===== src/rtl/key_debounce.sv =====
// Push-button front end: two-flop synchroniser, per-key debounce counter, one-clock
// press/release pulses. Optional long-hold pulse is built when KEY_LONGPRESS_EN is defined.
module key_debounce #(
  parameter int N_KEYS         = 3,
  parameter int DEB_CYCLES     = 1000000,
  parameter int CNT_W          = 20,
  parameter int KEY_ACTIVE_LOW = 1,
  parameter int LONG_CYCLES    = 50000000,
  parameter int LONG_W         = 26
) (
  input  logic              clk,
  input  logic              rst,
  input  logic [N_KEYS-1:0] key_in,
  output logic [N_KEYS-1:0] key_level,
  output logic [N_KEYS-1:0] key_press,
  output logic [N_KEYS-1:0] key_release,
  output logic [N_KEYS-1:0] key_long
);

  localparam logic [CNT_W-1:0] CNT_LAST = CNT_W'(DEB_CYCLES - 1);

  logic [N_KEYS-1:0] key_norm;
  logic [N_KEYS-1:0] sync_1;
  logic [N_KEYS-1:0] sync_2;
  logic [N_KEYS-1:0] mismatch;
  logic [N_KEYS-1:0] accept;
  logic [CNT_W-1:0]  cnt [N_KEYS];

  // Internally 1 always means pressed, whatever the pin polarity.
  assign key_norm = (KEY_ACTIVE_LOW != 0) ? ~key_in : key_in;

  always_ff @(posedge clk) begin
    if (rst) begin
      sync_1 <= '0;
      sync_2 <= '0;
    end else begin
      sync_1 <= key_norm;
      sync_2 <= sync_1;
    end
  end

  always_comb begin
    mismatch = '0;
    accept   = '0;
    for (int i = 0; i < N_KEYS; i++) begin
      mismatch[i] = sync_2[i] ^ key_level[i];
      accept[i]   = mismatch[i] && (cnt[i] == CNT_LAST);
    end
  end

  // Any return to the current level restarts the count; acceptance also clears it.
  always_ff @(posedge clk) begin
    for (int i = 0; i < N_KEYS; i++) begin
      if (rst || !mismatch[i] || accept[i]) begin
        cnt[i] <= '0;
      end else begin
        cnt[i] <= cnt[i] + CNT_W'(1);
      end
    end
  end

  always_ff @(posedge clk) begin
    if (rst) begin
      key_level   <= '0;
      key_press   <= '0;
      key_release <= '0;
    end else begin
      key_level   <= key_level ^ accept;
      key_press   <= accept & sync_2;
      key_release <= accept & ~sync_2;
    end
  end

`ifdef KEY_LONGPRESS_EN
  localparam logic [LONG_W-1:0] HC_LAST = LONG_W'(LONG_CYCLES - 1);
  localparam logic [LONG_W-1:0] HC_DONE = LONG_W'(LONG_CYCLES);

  logic [LONG_W-1:0] hc [N_KEYS];

  // hc parks at HC_DONE after the pulse so a single hold fires only once.
  always_ff @(posedge clk) begin
    for (int i = 0; i < N_KEYS; i++) begin
      if (rst || !key_level[i]) begin
        hc[i]       <= '0;
        key_long[i] <= 1'b0;
      end else if (hc[i] == HC_LAST) begin
        hc[i]       <= HC_DONE;
        key_long[i] <= 1'b1;
      end else begin
        key_long[i] <= 1'b0;
        if (hc[i] != HC_DONE) begin
          hc[i] <= hc[i] + LONG_W'(1);
        end
      end
    end
  end
`else
  logic unused_long_cfg;
  assign unused_long_cfg = ^{LONG_CYCLES[0], LONG_W[0]};
  assign key_long        = '0;
`endif

endmodule

===== config.mk =====
export PLATFORM = sky130hd
export DESIGN_NAME = key_debounce
export DESIGN_NICKNAME = d
export VERILOG_FILES = /design/src/rtl/key_debounce.sv
export SDC_FILE = /design/constraint.sdc
export NUM_CORES = 1
export LEC_CHECK = 0
export ABC_CLOCK_PERIOD_IN_PS = 2700
export CORE_MARGIN = 1.5
export CORE_UTILIZATION = 40
export DETAILED_ROUTE_END_ITERATION = 7
export PLACE_DENSITY = 0.63
export SKIP_LAST_GASP = 1
export SYNTH_ARGS = -nofsm -noshare
export SYNTH_HDL_FRONTEND = slang
export SYNTH_SLANG_ARGS = --single-unit

===== constraint.sdc =====
create_clock -name clk -period 2.7 [get_ports clk]
set_clock_uncertainty 0.2 [all_clocks]
set_input_delay 0.405 -clock clk [delete_from_list [all_inputs] [get_ports clk]]
set_output_delay 0.405 -clock clk [all_outputs]
set_load 0.02 [all_outputs]

=== Word-level counts from Yosys, hierarchy flattened ===
Memory sizes are Yosys's and may differ from the RTL's.
Cells that the tools add are included.

* Flip-flop bits (word level): 15
* RAM bits: 60
* Bits of input ports: 5
* Logic and storage cells: 47
* Memories: 1

* $add $sub $neg: 3
* Eq/ne operators: 3
* Mux-type cells: 12
* Bitwise gates (word level): 11
* Reduce and logical (&&, ||, !) cells: 12

{| class="wikitable"
|+ Memories
! name !! words !! width !! rd ports !! clocked after memory_dff !! write ports !! RTL line !! source
|-
| cnt || 3 || 20 || 3 || 0 || 3 || 27 || <nowiki>logic [CNT_W-1:0] cnt [N_KEYS];</nowiki>
|}

{| class="wikitable"
|+ Operators by type and width
! cell !! number
|-
| 20-bit by 1-bit adder with 20-bit output (second input constant) || 3
|-
| 20-bit equality test (second input constant) || 3
|-
| 20-bit two-way mux || 3
|-
| 1-bit two-way mux || 9
|-
| 3-bit bitwise AND || 2
|-
| 1-bit logical OR || 6
|-
| 3-bit NOT || 2
|-
| 1-bit logical AND || 3
|-
| 1-bit logical NOT || 3
|-
| 1-bit OR || 3
|-
| 1-bit bitwise XOR || 3
|-
| 3-bit bitwise XOR || 1
|}

=== Logic depth before layout (Yosys ltp) ===
* Depth after elaboration: 7
* Mapped depth: 7
* Gate-level depth less buffers: 5

=== Worst setup path before layout ===
No wires, ideal clock.

* Path kind: register to register
* Start: mem cnt[2][0]
* End: mem cnt[2][10]
* Data arrival time: 1.844 ns
* Path slack: 0.539 ns
* Stages on the path, launching flop included: 7
* Path through: dfxtp_1 > ha_1 > nand3_2 > or4_1 > o21ai_2 > buf_2 > nor2_1

{| class="wikitable"
|+ RTL lines
! element !! RTL line
|-
| start: declaration || 27
|}

==> results.md <==
- Crit-path cells: or4_1, or4_4, o21ai_4, nor2_1
- HP Start: sync_1[1]$_SDFF_PP0_
- Post-Place Cells: 466
- Post-synth top cells: dfxtp_1 (75), nor2_1 (52), xnor2_1 (30)
- Slew Limit Fails: 0
- Reg2reg end: cnt[1][11]$_SDFF_PP0_
- Antenna-violating nets left: 0
- Residual DRC: 0
- RSZ-0062 raised after global routing: false
- Max VDD drop: 232 uV
- Grt ovf: 0
- Core footprint: 7770 um^2
- Min-Delay Endpoint: sync_2[1]$_SDFF_PP0_
- Row count: 32
- Clock buffer depth: 2
- Number of iterations in the first detailed-routing pass: 4
- CTS sink count: 75
- Share of cells above drive strength 1: 7.39%
- Fmax: 440 MHz
- Die area: 8600 um^2
- Top post-synthesis cells by area: dfxtp_1 (47%), xnor2_1 (8.2%), nor2_1 (6.1%)
- Detailed Route WL: 5.95 mm
- TritonCTS Buffers: 9
- Post_cts resized: 0
- Vias in the first global route: 2,263
- R2R depth: 4
- Setup ws final: 0.427 ns
- Via count: 2,517
- Area leader, netlist: dfxtp_1
- Post-synth ARST share: 0%
- Area of the multi-input gates: 1610 um^2
- Critical Path Start Type: flop
- Syn avg cell area: 9.00 um^2
- Setup violators final: 0
- Leakage: 1.08 nW
- TNS Setup: 0 ns
- Vias per cell: 5.23
- Worst slack at placement: 0.434 ns
- Initial DRC count: 111
- FF-to-FF setup slack: 0.43 ns
- IO Pins: 17
- Register area: 1500 um^2
- Die height: 92.7 um
- First-pass GRT wire length: 10.2 mm
- Fillers: 745
- Top-count cell post-synth: dfxtp_1
- CTS tree: built
- Worst slew pin tran: 0.599 ns
- Final #Nets: 383
- Crit Reg-Reg Startpoint: cnt[1][7]$_SDFF_PP0_
- Fin cells: 481
- Setup Fix Bufs, Post-CTS: 0
- CP max stage delay: 0.55 ns
- Post-synth EDFFs: 0
- Distinct cells, synth: 39
- Final Power: 2.00 mW
- Post-synth top area share: 46.6%
- Port Buffers: 13
- Max Cap Viol: 0
- Wire per inst: 12.4 um
- Data arrival, critical path: 2.29 ns
- Hold Path Class: reg -> reg
- Crit Path Category: reg -> reg
- Gp weighted congestion: 0.796
- Power density cells: 551 nW/um^2
- Worst-skew pair later-pin latency: 0.34 ns
- Number of synthesis warnings: 0
- Largest net degree at the start of global routing: 20
- Initial antenna violation count: 0
- Slew Limit Headroom: 59.9%
- GRT Total Usage: 15.0%
- Hpwl dp: 4.09 mm
- Count of endpoints failing hold in the final timing report: 0
- Main flop type after synthesis: dfxtp_1
- Cts hold-fix bufs: 0
- Seq cells post-synth: 75
- Synthesized cell area: 3220 um^2
- Htree depth: 3
- Clock-pin slew on the worst setup and hold paths: 0.07 ns
- Final cycle utilization of the critical path: 84.2%
- Area delta synth->final: 12.9%
- Sequential area share after synthesis: 46.6%
- Minimum clock period: 2.27 ns
- Diode count: 0
- Setup crit end kind: flop
- Critical-path maximum fanout: 18
- Root Buffer Master: clkbuf_8
- Hold depth: 1
- Syn Inst Count: 358
- Initial Util: 41.5%
- Slowest CP cell: or4_1
- CP required: 2.71 ns
- Status: completed
- Die Span X: 92.7 um
-- metal layers --
metal	track usage [%]	share of wire (%)	wire (um)	up-vias
met3	3.53	3.1	184	13
li1	-	-	-	1295
met4	8.71	2.2	133	0
met1	18.9	50	2950	1170
met2	23.3	45	2680	39
met5	0	0	0	-
-- cells by family after synthesis --
group | after synthesis | share of synthesized area [%]
AOI/OAI and AO/OA | 39 | 7.30
buffers and inverters | 23 | 3.73
adders and majority gates | 3 | 1.17
other | 1 | 0.116
DFF | 75 | 46.6
and+or+nand+nor | 175 | 29.6
xor gates and xnor gates | 42 | 11.4
-- layout make-up --
type	count	share of cell area, %
clock buffers	13	4.37
flip-flops and latches	75	41.3
well taps	102	3.51
multi-input cells	262	44.2
repair buffers	16	4.54
inverters	11	1.14
clock inverters	2	0.964
-- power by group --
group          switching (mW)  internal [mW]
registers             0.00379           1.11
clock network           0.384          0.472
logic                  0.0200         0.0127
-- placed cells by master (no fill, tap or decap), types with 2 or more instances in the layout --
cell / n
dfxtp_1: 75
nor2_1: 52
xnor2_1: 30
nand3_1: 19
a21oi_1: 18
nand2_1: 17
nand4_1: 14
nor4_1: 13
clkdlybuf4s50_1: 13
xor2_1: 12
inv_1: 11
o21ai_0: 11
clkbuf_8: 11
or3_1: 10
nor3_1: 10
or4_1: 8
and3_1: 6
nor4b_1: 5
and2_1: 4
o31ai_1: 4
and4_1: 3
nor2b_1: 3
ha_1: 3
conb_1: 3
o21ai_2: 2
nand4_2: 2
or4_4: 2
o41ai_1: 2
or4b_1: 2
clkbuf_1: 2
buf_4: 2
-- registers in the layout, indices dropped and copies added (netlist names), named ones only --
register and count:
cnt 60, key_release 3, sync_1 3, key_press 3, sync_2 3
-- metrics by stage --
stage | utilization, % | cell area [um^2] | hold slack (ns)
final | 46.8 | 3640 | 0.242
after global routing | 46.8 | 3640 | 0.267
after CTS | 46.8 | 3640 | 0.248
after floorplan | - | 3230 | 0.214
after detailed placement | 44.3 | 3440 | 0.230
after global placement | 44.3 | 3440 | 0.219
-- how the worst max path moves through the flow --
stage	start	to	cells after the start
2_1_floorplan	cnt[2][0]$_SDFF_PP0_	cnt[2][10]$_SDFF_PP0_	6
3_3_place_gp	cnt[1][7]$_SDFF_PP0_	cnt[1][5]$_SDFF_PP0_	4
3_5_place_dp	cnt[1][7]$_SDFF_PP0_	cnt[1][5]$_SDFF_PP0_	4
4_1_cts	cnt[1][7]$_SDFF_PP0_	cnt[1][5]$_SDFF_PP0_	4
5_1_grt	cnt[0][0]$_SDFF_PP0_	cnt[0][17]$_SDFF_PP0_	6
6_report	cnt[1][7]$_SDFF_PP0_	cnt[1][11]$_SDFF_PP0_	4
-- worst max-delay path: cells and delay by family, from the launching register on --
| kind | cells | cell delay (ns) |
|---|---|---|
| flip-flops | 1 | 0.34 |
| AND/OR/NAND/NOR | 3 | 1.20 |
| AO/OA/AOI/OAI | 1 | 0.40 |
Note: power is estimated with default switching activity, not from simulation.
